### src/rtl/int_ctrl_pkg.sv
// rtl/int_ctrl_pkg.sv - shared types and constants for the multi-source interrupt controller
package int_ctrl_pkg;

    typedef enum logic [0:0] {
        IDLE = 1'b0,
        ASK  = 1'b1
    } state_t;

    localparam logic CFG_SEL_MASK = 1'b0;
    localparam logic CFG_SEL_CLR  = 1'b1;

endpackage

### src/rtl/int_ctrl_nsrc_if.sv
// rtl/int_ctrl_nsrc_if.sv - vectored request/acknowledge handshake between controller and core
interface int_ctrl_nsrc_if #(
    parameter int NUM_W = 8
) ();
    logic             int_ask;
    logic [NUM_W-1:0] int_num;
    logic             int_ack;
    logic             int_eoi;

    modport master (
        output int_ask,
        output int_num,
        input  int_ack,
        input  int_eoi
    );

    modport slave (
        input  int_ask,
        input  int_num,
        output int_ack,
        output int_eoi
    );
endinterface

### src/rtl/prio_enc_lsb.sv
// rtl/prio_enc_lsb.sv - lowest-set-bit priority encoder with valid flag
module prio_enc_lsb #(
    parameter int N = 16,
    parameter int W = (N > 1) ? $clog2(N) : 1
) (
    input  logic [N-1:0] vec,
    output logic [W-1:0] idx,
    output logic         valid
);

    // Scan from the top so the lowest set index is the last one written.
    always_comb begin
        idx = '0;
        for (int i = N - 1; i >= 0; i--) begin
            if (vec[i]) idx = W'(i);
        end
    end

    assign valid = |vec;

endmodule

### src/rtl/int_ctrl_nsrc.sv
// rtl/int_ctrl_nsrc.sv - edge-latched, masked, fixed-priority nested interrupt controller
module int_ctrl_nsrc
    import int_ctrl_pkg::*;
#(
    parameter int NUM_SRC  = 16,
    parameter int NUM_W    = 8,
    parameter int VEC_BASE = 0
) (
    input  logic               clk,
    input  logic               rst,
    input  logic [NUM_SRC-1:0] src_req,
    input  logic               gie,
    input  logic               cfg_we,
    input  logic               cfg_sel,
    input  logic [NUM_SRC-1:0] cfg_wdata,
    int_ctrl_nsrc_if.master    core,
    output logic [NUM_SRC-1:0] pending_o,
    output logic [NUM_SRC-1:0] isr_o,
    output logic [NUM_SRC-1:0] enable_o
);

    localparam int IDX_W = (NUM_SRC > 1) ? $clog2(NUM_SRC) : 1;

    logic [NUM_SRC-1:0] src_q;
    logic [NUM_SRC-1:0] pending_q;
    logic [NUM_SRC-1:0] isr_q;
    logic [NUM_SRC-1:0] enable_q;
    logic [NUM_SRC-1:0] armed;
    logic [NUM_SRC-1:0] req_edge;
    logic [NUM_SRC-1:0] clr_mask;
    logic [NUM_SRC-1:0] ack_mask;
    logic [NUM_SRC-1:0] eoi_mask;

    state_t             state_q;
    state_t             state_d;
    logic [IDX_W-1:0]   cur_idx_q;
    logic [IDX_W-1:0]   cand_idx;
    logic [IDX_W-1:0]   isr_idx;
    logic               cand_vld;
    logic               isr_vld;
    logic               cand_ok;
    logic               take;
    logic               ack_hit;
    logic [NUM_W-1:0]   int_num_q;

    assign armed = pending_q & enable_q;

    prio_enc_lsb #(.N(NUM_SRC), .W(IDX_W)) u_cand_enc (
        .vec   (armed),
        .idx   (cand_idx),
        .valid (cand_vld)
    );

    prio_enc_lsb #(.N(NUM_SRC), .W(IDX_W)) u_isr_enc (
        .vec   (isr_q),
        .idx   (isr_idx),
        .valid (isr_vld)
    );

    // Only a strictly higher-priority source may preempt the innermost handler.
    assign cand_ok = cand_vld && (!isr_vld || (cand_idx < isr_idx));

    always_comb begin
        state_d = state_q;
        take    = 1'b0;
        ack_hit = 1'b0;
        case (state_q)
            IDLE: begin
                if (gie && cand_ok) begin
                    take    = 1'b1;
                    state_d = ASK;
                end
            end
            ASK: begin
                if (core.int_ack) begin
                    ack_hit = 1'b1;
                    state_d = IDLE;
                end
            end
            default: state_d = IDLE;
        endcase
    end

    assign req_edge = src_req & ~src_q;
    assign clr_mask = (cfg_we && (cfg_sel == CFG_SEL_CLR)) ? cfg_wdata : '0;
    assign ack_mask = ack_hit ? (NUM_SRC'(1) << cur_idx_q) : '0;
    assign eoi_mask = (core.int_eoi && isr_vld) ? (NUM_SRC'(1) << isr_idx) : '0;

    always_ff @(posedge clk) begin
        if (rst) begin
            src_q     <= '0;
            pending_q <= '0;
            isr_q     <= '0;
            enable_q  <= '0;
            state_q   <= IDLE;
            cur_idx_q <= '0;
            int_num_q <= '0;
        end else begin
            src_q     <= src_req;
            // A fresh edge outranks a clear arriving in the same cycle.
            pending_q <= (pending_q & ~clr_mask & ~ack_mask) | req_edge;
            isr_q     <= (isr_q & ~eoi_mask) | ack_mask;
            if (cfg_we && (cfg_sel == CFG_SEL_MASK)) enable_q <= cfg_wdata;
            state_q   <= state_d;
            if (take) begin
                cur_idx_q <= cand_idx;
                int_num_q <= NUM_W'(VEC_BASE) + NUM_W'(cand_idx);
            end
        end
    end

    assign core.int_ask = (state_q == ASK);
    assign core.int_num = int_num_q;
    assign pending_o    = pending_q;
    assign isr_o        = isr_q;
    assign enable_o     = enable_q;

endmodule

### src/flat_wrapper.sv
// flat-port wrapper written by rule: the top's interface ports become plain ports
module int_ctrl_nsrc_flat import int_ctrl_pkg::*;
#(
    parameter int NUM_SRC  = 16,
    parameter int NUM_W    = 8,
    parameter int VEC_BASE = 0
)
  (clk, rst, src_req, gie, cfg_we, cfg_sel, cfg_wdata, pending_o, isr_o, enable_o, core_int_ask, core_int_num, core_int_ack, core_int_eoi);
  int_ctrl_nsrc_if #(.NUM_W(NUM_W)) core_i ();
  input  logic clk;
  input  logic rst;
  input  logic [NUM_SRC-1:0] src_req;
  input  logic gie;
  input  logic cfg_we;
  input  logic cfg_sel;
  input  logic [NUM_SRC-1:0] cfg_wdata;
  output logic [NUM_SRC-1:0] pending_o;
  output logic [NUM_SRC-1:0] isr_o;
  output logic [NUM_SRC-1:0] enable_o;
  output wire logic [$bits(core_i.int_ask)-1:0] core_int_ask;
  output wire logic [$bits(core_i.int_num)-1:0] core_int_num;
  input wire logic [$bits(core_i.int_ack)-1:0] core_int_ack;
  input wire logic [$bits(core_i.int_eoi)-1:0] core_int_eoi;
  assign core_int_ask = core_i.int_ask;
  assign core_int_num = core_i.int_num;
  assign core_i.int_ack = core_int_ack;
  assign core_i.int_eoi = core_int_eoi;
  int_ctrl_nsrc #(.NUM_SRC(NUM_SRC), .NUM_W(NUM_W), .VEC_BASE(VEC_BASE)) u_core (.clk(clk), .rst(rst), .src_req(src_req), .gie(gie), .cfg_we(cfg_we), .cfg_sel(cfg_sel), .cfg_wdata(cfg_wdata), .core(core_i), .pending_o(pending_o), .isr_o(isr_o), .enable_o(enable_o));
endmodule
### config.mk
export PLATFORM = sky130hd
export DESIGN_NAME = int_ctrl_nsrc_flat
export DESIGN_NICKNAME = d
export VERILOG_FILES = /design/src/rtl/int_ctrl_pkg.sv /design/src/rtl/int_ctrl_nsrc_if.sv /design/src/rtl/prio_enc_lsb.sv /design/src/rtl/int_ctrl_nsrc.sv /design/src/flat_wrapper.sv
export SDC_FILE = /design/constraint.sdc
export NUM_CORES = 1
export LEC_CHECK = 0
export CAP_MARGIN = 25
export CORE_MARGIN = 2
export CORE_UTILIZATION = 51
export DETAILED_ROUTE_END_ITERATION = 12
export MAX_ROUTING_LAYER = met4
export PLACE_DENSITY_LB_ADDON = 0.3
export SYNTH_ARGS = -nofsm -noshare
export SYNTH_HDL_FRONTEND = slang
export SYNTH_SLANG_ARGS = --single-unit
export TNS_END_PERCENT = 5
### constraint.sdc
create_clock -name clk -period 5.9 [get_ports clk]
set_input_delay 0.885 -clock clk [delete_from_list [all_inputs] [get_ports clk]]
set_output_delay 0.885 -clock clk [all_outputs]
set_load 0.005 [all_outputs]
==> results of run 1 <==
==> state kept, by name, summed over array words and instances (netlist names) <==
name                 flops
u_core.enable_o         16
u_core.isr_o            16
u_core.pending_o        16
u_core.src_q            16
u_core.cur_idx_q         4
u_core.core.int_ask      1
==> metrics by stage <==
stage | hold slack, ps | setup slack (ps) | instances
global route | 509.9 | 2787 | 554
floorplan | 457.0 | 3240 | 390
CTS | 493.2 | 2991 | 554
global placement | 460.7 | 3124 | 538
detailed placement | 473.2 | 3014 | 539
finish | 487.3 | 2979 | 554
==> worst max-delay path, stage by stage, from the launching register on <==
cell	delay, ps
dfxtp_1	390
nor2_1	60
o31a_1	240
o31ai_2	260
and2_1	320
inv_2	70
ha_1	290
o21a_1	160
o21a_1	170
o22ai_2	180
o31a_2	180
o21a_4	160
mux2_4	300
==> routing by layer <==
layer	wire length (um)	GRT usage (%)	up-vias
li1	-	-	1530
met1	3920	33.58	1513
met2	4304	42.23	143
met3	553	3.877	22
met4	204	11.33	0
met5	0	-	-
==> power groups by stage <==
stage | Clock [W] | Combinational [W] | Sequential (W)
3_5_place_dp | 0 | 0.000147 | 0.000519
5_1_grt | 0.000381 | 0.000162 | 0.000512
4_1_cts | 0.000360 | 0.000149 | 0.000509
3_3_place_gp | 0 | 0.000143 | 0.000518
6_report | 0.000357 | 0.000149 | 0.000509
2_1_floorplan | 0 | 0.0000745 | 0.000515
==> worst min path at each step <==
stage	end	depth (start not counted)
floorplan	u_core.pending_o[0]	3
global placement	u_core.pending_o[8]	3
detailed placement	u_core.pending_o[14]	3
CTS	u_core.pending_o[3]	3
global route	u_core.pending_o[11]	3
finish	u_core.pending_o[11]	3
==> cells in the mapped netlist (2+ instances only) <==
cell       n
nand2_1   74
dfxtp_1   69
a21oi_1   40
nor2_1    26
nor2b_1   23
inv_1     22
a32oi_1   17
clkbuf_1  12
nand3_1    8
o21ai_0    8
o31ai_1    8
nand2b_1   7
a22o_1     5
a22oi_1    5
buf_4      5
nor3_1     5
a211oi_1   3
and2_1     3
ha_1       3
mux2_4     3
nor4_1     3
nor4_4     3
o21a_1     3
and4_1     2
buf_1      2
nor3b_1    2
o21ai_1    2
or3_1      2
==> area by class of cell <==
cell class                      count  share of cell area [%]
Tap cell                           75                   2.176
Sequential cell                    69                   32.03
Multi-Input combinational cell    279                   38.27
Clock inverter                      5                   1.218
Clock buffer                       10                   2.959
Timing Repair Buffer               93                   21.35
Inverter                           23                   2.002
==> logic make-up (layout without fill, tap and decap cells) <==
| family | count (synthesis) | in the layout | share of synthesized area [%] |
|---|---|---|---|
| and+or+nand+nor | 163 | 163 | 25.25 |
| AOI/OAI and AO/OA | 105 | 105 | 23.01 |
| DFF | 69 | 69 | 43.21 |
| buffers and inverters | 42 | 131 | 5.519 |
| muxes | 4 | 4 | 1.722 |
| adders and majority gates | 3 | 3 | 1.174 |
| other | 1 | 4 | 0.1173 |
==> metrics list, run 1 <==
- The final layout contains routed wiring with a total length of 8982 um.
- DPL Wire Length: 6595 um
- Dividing total power by cell area gives a power density of 235.6 nW/um2.
* Startpoint of the worst register-to-register path: u_core.isr_o[15]
- Worst voltage drop across the vdd grid: between 100 and 150 uV
- With fillers left out, the area of the finished cells amounts to 4313 um2.
- Share of Yosys cell area claimed by the top area cell type: 43.21%
- Buffer count from post-CTS setup fixing: 0
- Leading post-synthesis cells by cell area: dfxtp_1 (43%), nand2_1 (8.7%), a21oi_1 (6.3%), a32oi_1 (4.7%), nor2b_1 (4.5%)
- Starting density of the core: 53.36%
- Setup violations remaining at the end of the flow were counted as 0.
- Port-buffer cells: 91
* Post-Route Skew: 8.589 ps
- Routability congestion estimate: 0.8834
- Counting I/O delays and the setup requirement, the final critical path takes between 2000 and 3000 ps.
- Switching power summed over all nets: about 0.00025 W
* Kind of capture point of the worst setup path: flip-flop
- After synthesis, the share of flip-flops with an asynchronous set or reset is 0%.
- Overall power after layout: 0.001016 W
* Number of top-level pins: 96
* Net total in the final layout: 517
- Summing all placed instances gives a cell area of approximately 4100 um2.
- The tree is rooted in a clkbuf_8.
- The final count of pins violating max slew came to 0.
* Register-to-Register Setup Slack: 2980 ps
* Most frequent cells in the layout: clkdlybuf4s50_1 (90), nand2_1 (74), dfxtp_1 (69), a21oi_1 (40), nor2_1 (26)
- The cell area that synthesis handed to floorplanning was 3197 um2.
- Synth warnings: 0
- Final Hold Fails: 0
- The worst path uses 49.50% of the clock period.
- Outcome: finished, final reports clean
- Proportion of power drawn by the clock network: 35.2%
* Post-Syn Area per Cell: ~8.3 um2
* Hold Crit Class: flip-flop to flip-flop
- The endpoint identified for the worst register-to-register timing path is u_core.cur_idx_q[1].
- In this run the tightest slew margin relative to its limit is 51.32%.
- Post-CTS repair changed the size of 0 cells.
- Static timing analysis puts the maximum clock frequency at roughly 340 MHz.
* First-pass GRT wire length: approximately 14000 um
- Startpoint of the most critical hold path: u_core.src_q[11]
* Fill cell count: 487
- Largest net degree at the start of global routing: 74
- The via count of the first global-routing pass came to between 3000 and 4000.
* Total track usage: between 20% and 30%
- Crit path arrival time: 3140 ps
- Internal power comes to 0.0007618 W.
- Floorplan Core Area: 5991 um2
* Storage element area: 1381 um2
- Setup repair after global routing missed its margin: false
* Y dimension of the die: 83.17 um
* Horiz. Die Dim: just over 80 um
- ANT cells: 0
- Iteration count of the initial detailed-routing pass: 5
- WL per Instance: 16.21 um
- Using the TritonRoute via totals, the vias-per-cell ratio works out to 5.791.
- Counting every instance in the synthesized netlist gives 387.
- End point of the critical path: u_core.cur_idx_q[1]
* Most frequent standard cell in the layout excluding fill and tap cells: clkdlybuf4s50_1
- Number of antenna violations at the first check in global routing: 0
- Worst Path Max Fanout: 7
- Count of maximum capacitance violations: 0
- CTS tree: yes
- Cells with a size suffix above 1 make up under 10% of the layout.
- After routing, the total negative slack on setup checks comes to 0 ps.
* Launching element type of the critical path: flip-flop
- Number of buffers added by the clock tree synthesis step: 9
- Data on the critical path is required at its endpoint by 6120 ps.
* Total vias in the final route: 3208
- Remaining Overflow, GRT: 0
- Worst setup path start: u_core.isr_o[15]
* Fraction of power spent switching nets: 25.02%
* Worst Setup Path Type: flip-flop to flip-flop
- Transition time of the tightest slew-check pin: 730.2 ps
- In this run, synthesis produced a sequential element count of 69.
- For this run, the share of the core covered by cells in the final layout is 71.99%.
* CTS H-tree depth: 3
- Part of the total power dissipated in combinational logic: 14.7%
- DRC violations left: 0
- In this run the core area contains 28 standard-cell rows.
* Largest area contributor in the netlist: dfxtp_1
- In this run the static leakage power is 1.600 nW.
* Full die area: just under 7000 um2
* Number of buffers inserted for hold repair after clock tree synthesis: 0
- Power share of the sequential group: 50.1%
* Worst-case clock buffer depth: 2
- Syn-to-layout area delta: 34.91%
- Clock-pin slew was measured on the worst setup and hold paths at 70 ps.
- Dominant synthesized flop cell: dfxtp_1
* Multi-input gate area: 1650 um2
- Count of distinct cell types in the synthesized netlist: 50
* Number of synthesized flops with an enable pin: 0
- Sink count of the clock tree: between 60 and 70
- Sequential cells were found to cover 43.21% of the synthesized design area.
* Reg2reg path depth: 12
- The clock reaches the later pin of the worst-skew pair after between 300 and 400 ps.
- Final antenna-violating net count: 0
- Detailed Route Iter0 Violations: 232
Power figures use the tool's default switching activity.
==> run 2, diff against run 1 <==
Settings changed: CORE_UTILIZATION 51 to 47.
Clock period 5.9 ns to 2.7 ns, I/O delays scaled along.
==> run 2 against run 1 <==
  * First-iteration DRC count is 18% lower
  * Sequential power rose by 120%
  * Hold slack got worse by 18 ps
  * Cell count is 3.2% higher
  * Critical path type unchanged
  * Fmax is 8.6% higher
  * Routed wire length is 4.7% higher
  * Via count is 2.1% lower
  * Register-to-register slack got worse by 3000 ps
  * Clock-buffer cell count increased by 1
  * Clock skew down 0.51 ps
  * Power rose by 120%
  * Critical path depth did not move
==> metrics list, run 2 (synthesis gave the netlist of run 1 again) <==
- Iteration count of the initial detailed-routing pass: 4
- The worst path uses 99.58% of the clock period.
- Full die area: 7477 um2
* Kind of capture point of the worst setup path: flip-flop
* Power share of the sequential group: 49.1%
* Aggregate negative setup slack: 0 ps
- Cells along the critical path: nor2_2 > o31a_1 > o31ai_4 > and2_4 > inv_4 > ha_4 > o21a_1 > o21a_1 > o22ai_2 > o31a_2 > o21a_4 > mux2_4
- The congestion estimate from routability-driven global placement came to 0.8359.
- Detailed Route Iter0 Violations: 191
- Layout cells sized above 1: 12.40%
* Part of the total power dissipated in combinational logic: 14.7%
- The number of clock buffers added by TritonCTS is 9.
- Capture instance of the worst register-to-register path: u_core.cur_idx_q[1]
- Between clock sinks in the finished design, the worst skew comes to 8.082 ps.
- Net total in the final layout: 532
- Syn-to-layout area delta: 40.90%
- At the end of the flow the core is filled with cells to between 60% and 70%.
- Data on the critical path is required at its endpoint by a little under 3000 ps.
* Via count of the first global-routing pass: 3049
- Number of buffers inserted for hold repair after clock tree synthesis: 0
- CTS H-tree depth: 3
- Area after detailed placement: 4229 um2
* Horiz. Die Dim: 86.47 um
* Filler-free cell count of the finished design: between 500 and 600
- Fraction of power spent switching nets: between 20 and 25%
* LEAKAGE: 1.700 nW
- Clock latency on the worst-skew pair, taken at its later pin, is 340 ps.
- Remaining Overflow, GRT: 0
* Number of top-level pins: 96
* Worst Path Max Fanout: 4
- Total track usage: 26.22%
- Detailed placement finished with a half-perimeter wire length of 7100 um.
- Clock transition time at the flip-flop clock pins of the worst setup and hold paths: roughly 70 ps
- Startpoint of the worst register-to-register path: u_core.isr_o[14]
- At the worst endpoint, the arrival time is 2920 ps.
- Launching element type of the critical path: flip-flop
* Register-to-Register Setup Slack: 10 ps
- Root Buffer: clkbuf_8
* Number of slew-limit violations in the final report: 0
- For the finished layout, the period the worst path requires is 2689 ps.
* Max Fclk: 371.9 MHz
- Once the floorplan was initialized, standard cells occupied 47.85% of the core.
- Worst setup slack before clock tree synthesis: 10.61 ps
* Setup repair after global routing missed its margin: true
- The largest single stage delay on the critical path is around 370 ps.
- WL per Instance: roughly 16 um
- Power density over the cells: between 500 and 600 nW/um2
- Max_slew headroom: 54.80%
- CTS tree: yes
- Wire length reported by the detailed router: 9406 um
* Largest net degree at the start of global routing: 29
- ANT cells: 0
* DP Cell Count: 556
- Endpoints failing setup: 0
* Total vias in the final route: 3142
- Most frequent standard cell in the layout excluding fill and tap cells: clkdlybuf4s50_1
- The clock network burns around 36% of the power.
- The clock passes through at most 2 buffers.
- First-pass GRT wire length: between 10000 and 15000 um
- Count of maximum capacitance violations: 0
- Number of cells on the worst hold path: 2
* Reg2reg path depth: 12
- The path class of the tightest hold or removal check is input port to flip-flop.
* Worst hold path endpoint: u_core.pending_o[14]
* Cell with the largest stage delay on the worst path: o31a_2
- Final Hold Fails: 0
- The flow ran to the end, and the final reports show no timing, DRC or antenna violations.
* Worst Setup Path Type: flip-flop to flip-flop
* Worst voltage drop across the vdd grid: 348.9 uV
* Port-buffer cells: 91
- For the pin with the worst max-slew slack, the measured transition is 677.9 ps.
* Minimum setup slack in the final design: 11.32 ps
* Floorplan Core Area: 6681 um2
- Finished Cell Area: ~4500 um2
- For this design the total switching power over the nets is 0.0005573 W.
- Internal power comes to 0.001715 W.
* Num rows: 30
* Most frequent cells in the layout: clkdlybuf4s50_1 (90), nand2_1 (74), dfxtp_1 (63), a21oi_1 (39), nor2_1 (25)
* Sink count of the clock tree: between 60 and 70
* Final antenna-violating net count: 0
* Y dimension of the die: slightly below 90 um
- Startpoint of the most critical hold path: rst
* Average via count per standard cell: 5.493
- Number of antenna violations at the first check in global routing: 0
- For this run, design rule violations remaining after detail routing come to 0.
- The most numerous cell type found on the critical path is o21a_1.
## run 2: worst max-delay path by stage
stage / cells past startpoint / from / end / slack, ps
final: 12 / u_core.isr_o[14] / u_core.cur_idx_q[1] / 10
after global routing: 12 / u_core.isr_o[14] / u_core.cur_idx_q[1] / -80
after CTS: 12 / u_core.isr_o[15] / u_core.cur_idx_q[1] / 9
after detailed placement: 12 / u_core.isr_o[15] / u_core.cur_idx_q[1] / 10
after global placement: 12 / u_core.pending_o[15] / u_core.cur_idx_q[1] / 110
after floorplan: 13 / u_core.isr_o[14] / u_core.cur_idx_q[0] / 40
## run 2: worst max-delay path, delay by kind of cell (launching register included)
family,cells,cell delay [ps]
buffers and inverters,1,40
adders and majority gates,1,240
DFF,1,340
and+or+nand+nor,2,250
AOI/OAI and AO/OA,7,1400
muxes,1,290
## run 2: routing by layer
layer  share of wire (%)  up-vias  GRT usage [%]
met5                   0        -              -
met4                 1.7        0          10.94
met3                 6.3       13          4.000
met2                  48      106          40.49
met1                  44     1460          34.46
li1                    -     1563              -
## run 2: what timing repair did
item	in CTS	in global routing
resized for setup	1	15
setup endpoints to repair	1	4
setup buffers	0	3
pin swaps	0	5
## run 2: area by class of cell
class                   instances  area [um2]
repair buffers                108        1033
well taps                      80       100.1
multi-input cells             279        1707
inverters                      23       88.84
fillers                       558        2177
clock inverters                 2       35.03
clock buffers                  11       151.4
flip-flops and latches         69        1389
## run 2: power by group through the flow
stage / logic (W) / registers, W / clock network, W
after CTS: 0.000329 / 0.00111 / 0.000826
after floorplan: 0.000163 / 0.00113 / 0
after detailed placement: 0.000327 / 0.00113 / 0
after global routing: 0.000363 / 0.00112 / 0.000869
final: 0.000333 / 0.00112 / 0.000824
after global placement: 0.000318 / 0.00113 / 0
## run 2: per-stage QoR
step,power [W],hold slack [ps]
2_1_floorplan,0.001288,457.0
3_3_place_gp,0.001450,461.6
3_5_place_dp,0.001461,473.5
4_1_cts,0.002268,472.9
5_1_grt,0.002353,497.3
6_report,0.002272,469.3
==> run 3, diff against run 2 <==
Settings changed: CORE_ASPECT_RATIO set to 0.75.
==> run 3 against run 2 <==
  * Power is 2.0% higher
  * Clock skew hardly changed
  * Core utilization is 3.7 points higher
  * Global-route usage increased by 0.38 points
  * Hold slack improved by 23 ps
  * Via count up 4.8%
  * Non-clock buffer count up 2
  * Sequential share of layout area fell by 0.47 points
  * Critical path type unchanged
  * Critical endpoint is now u_core.cur_idx_q[3]
  * Largest cell class unchanged
  * Highest routed layer unchanged
==> metrics list, run 3 (synthesis gave the netlist of run 1 again) <==
- The flow ran to the end, and the final reports show no timing, DRC or antenna violations.
- For this run the aggregate overflow at the end of global routing stands at 0.
- Fraction of power spent switching nets: a little over a quarter
- Layout cells sized above 1: 14.89%
* First-pass GRT wire length: 14850 um
- Power density over the cells: 505.7 nW/um2
- Max Fclk: around 380 MHz
* Wire length reported by the detailed router: 9805 um
- Cell with the largest stage delay on the worst path: dfxtp_2
* Worst hold path endpoint: u_core.pending_o[4]
* Minimum setup slack in the final design: 42.07 ps
- Together, buffers and inverters on the worst path number 1.
- The number of antenna diodes in the final layout is 0.
- In this run the most used layer during global routing was met2.
- Largest net degree at the start of global routing: 31
- Capture instance of the worst register-to-register path: u_core.cur_idx_q[3]
- Net total in the final layout: 534
- The die is 99.23 um wide.
- STA puts the critical path data arrival time at 2900 ps.
- Of all nets on the critical path, the largest fanout is 4.
- The clock period could shrink to between 2000 and 3000 ps.
* Floorplan Core Area: 6444 um2
- Cells fill a little under three quarters of the core in the end.
- Max_slew headroom: 54.19%
- Post-Route Skew: 8.318 ps
* CTS tree: yes
- The die covers 7484 um2.
- The area growth from synthesis to layout is 43.33%.
* Final Hold Fails: 0
* Routability congestion estimate: 0.9247
- Fill cell count: 495
* Worst Setup Path Type: flip-flop to flip-flop
* Post-route clock period utilization: 98.44%
- Walking the worst path, the cells encountered are nor2_2 > o31a_1 > o31ai_4 > and2_4 > inv_4 > ha_4 > o21a_1 > o21a_1 > o22ai_2 > o31a_2 > o21a_4 > mux2_4.
- Count of maximum capacitance violations: 0
- Root Buffer: clkbuf_8
- The cell that appears most often on the critical path is o21a_1.
- Hold Crit Class: flip-flop to flip-flop
- Sink count of the clock tree: 69
* Required arrival time at the worst endpoint: 2940 ps
- LEAKAGE: about 1.7 nW
- In the routed layout, each cell is associated on average with a via count of roughly 5.7.
- Number of top-level pins: 96
- Total power for the finished layout comes to between 0.002 and 0.0025 W.
* Storage element area: 1391 um2
- For this block, the initial DRC count from the detailed router was between 200 and 300.
* Delay of the slowest cell on the worst path: 340 ps
- Endpoints failing setup: 0
- Summing over every cut layer, the via total after detailed routing is 3294.
* Number of buffers added by the clock tree synthesis step: 9
* Num rows: 25
- Via count of the first global-routing pass: 3051
* Number of antenna violations at the first check in global routing: 0
* Clock transition time at the flip-flop clock pins of the worst setup and hold paths: around 80 ps
* WL per Instance: 16.96 um
- Internal power: 0.001695 W
- Setup repair after global routing missed its margin: true
- Reg2reg path depth: 12
* Part of the total power dissipated in combinational logic: ~15%
* Met2 routing resource usage after global routing: 41.29%
- Proportion of power drawn by the clock network: 36.8%
* Y dimension of the die: 75.43 um
- Final antenna-violating net count: 0
- The first detailed-routing pass ran for 5 iterations.
- Most frequent cells in the layout: clkdlybuf4s50_1 (90), nand2_1 (74), dfxtp_1 (61), a21oi_1 (39), nor2_1 (25)
- For this design the total switching power over the nets is approximately 0.00062 W.
- DPL Wire Length: roughly 7000 um
* Later-pin clock latency in the skew report: between 300 and 400 ps
- Number of cells on the worst hold path: 3
- In this run, flip-flops and latches consume 48.3% of the power.
* Met3 layer usage reported by global route: 6.972%
- Global routing used 26.60% of the available tracks.
- CTS H-tree depth: 3
* Worst voltage drop across the vdd grid: roughly 300 uV
* Port-buffer cells: 91
* Transition time of the tightest slew-check pin: slightly below 700 ps
* Worst setup slack before clock tree synthesis: 28.48 ps
- Number of slew-limit violations in the final report: 0
- Startpoint of the worst register-to-register path: u_core.isr_o[14]
* Startpoint of the most critical hold path: u_core.src_q[4]
* Worst-case clock buffer depth: 2
- Leaving out fill and tap cells, the most frequent cell in the layout is clkdlybuf4s50_1.
* DRC violations left: 0
- The worst setup path is captured at a flip-flop.
- Crit path max-delay family: compound AO/OA/AOI/OAI gates
* Multi-input gate area: 1753 um2
- For met1 alone, demand over resource in global routing was 34.79%.
* Starting density of the core: 49.61%
- Launching element type of the critical path: flip-flop
- Register-to-Register Setup Slack: 40 ps
[run 3: cell count changes in the layout (fill, tap and decap cells not counted), sizes merged]
cell,previous run,this run
clkinvlp,0,2
inv,23,25
clkbuf,11,10
buf,18,20
[run 3: worst max path at each step]
stage                                    start                  end  slack (ps)  depth (start not counted)
after global placement    u_core.pending_o[11]  u_core.cur_idx_q[1]          90                         12
after detailed placement  u_core.pending_o[11]  u_core.cur_idx_q[3]          30                         12
after CTS                  u_core.enable_o[15]  u_core.cur_idx_q[3]           3                         12
after floorplan               u_core.isr_o[14]  u_core.cur_idx_q[0]          40                         13
after global routing      u_core.pending_o[12]  u_core.cur_idx_q[3]         -90                         12
final                         u_core.isr_o[14]  u_core.cur_idx_q[3]          40                         12
[run 3: through the flow]
stage / instance area, um2 / std cells / hold WS, ps / setup TNS, ps
finish: 4582 / 578 / 491.8 / 0
global placement: 4230 / 557 / 461.1 / 0
floorplan: 3208 / 390 / 457.0 / 0
CTS: 4437 / 573 / 490.4 / 0
detailed placement: 4230 / 557 / 472.4 / 0
global route: 4582 / 578 / 531.6 / -262.9
[run 3: worst register-to-register path, stage by stage, from the launching register on]
cell and delay, ps:
dfxtp_2 340, nor2_2 40, o31a_1 310, o31ai_4 240, and2_4 200, inv_4 50
ha_4 220, o21a_1 160, o21a_1 190, o22ai_2 160, o31a_2 190, o21a_4 160
mux2_4 300
[run 3: final cells by class]
type / instances / area share (%)
multi-input combinational: 279 / 38.26
sequential: 69 / 30.37
timing repair buffer: 110 / 22.88
clock buffer: 10 / 2.785
tap: 81 / 2.212
inverter: 23 / 1.939
clock inverter: 6 / 1.557
[run 3: power groups by stage]
| stage | sequential [W] | combinational [W] | clock, W |
|---|---|---|---|
| floorplan | 0.00113 | 0.000163 | 0 |
| global placement | 0.00113 | 0.000318 | 0 |
| detailed placement | 0.00113 | 0.000325 | 0 |
| CTS | 0.00111 | 0.000330 | 0.000870 |
| global route | 0.00112 | 0.000374 | 0.000903 |
| finish | 0.00112 | 0.000345 | 0.000853 |
[run 3: timing repair]
item	CTS	global route
gates resized for setup	4	24
pin swaps	2	8
setup endpoints to repair	3	4
buffers inserted	0	5
hold buffers	0	0
[run 3: routing by layer]
layer | part of all wire [%] | up-vias | wire length, um
li1 | - | 1559 | -
met1 | 44 | 1563 | 4331
met2 | 46 | 154 | 4545
met3 | 8.4 | 18 | 819
met4 | 1.1 | 0 | 108
met5 | 0 | - | 0
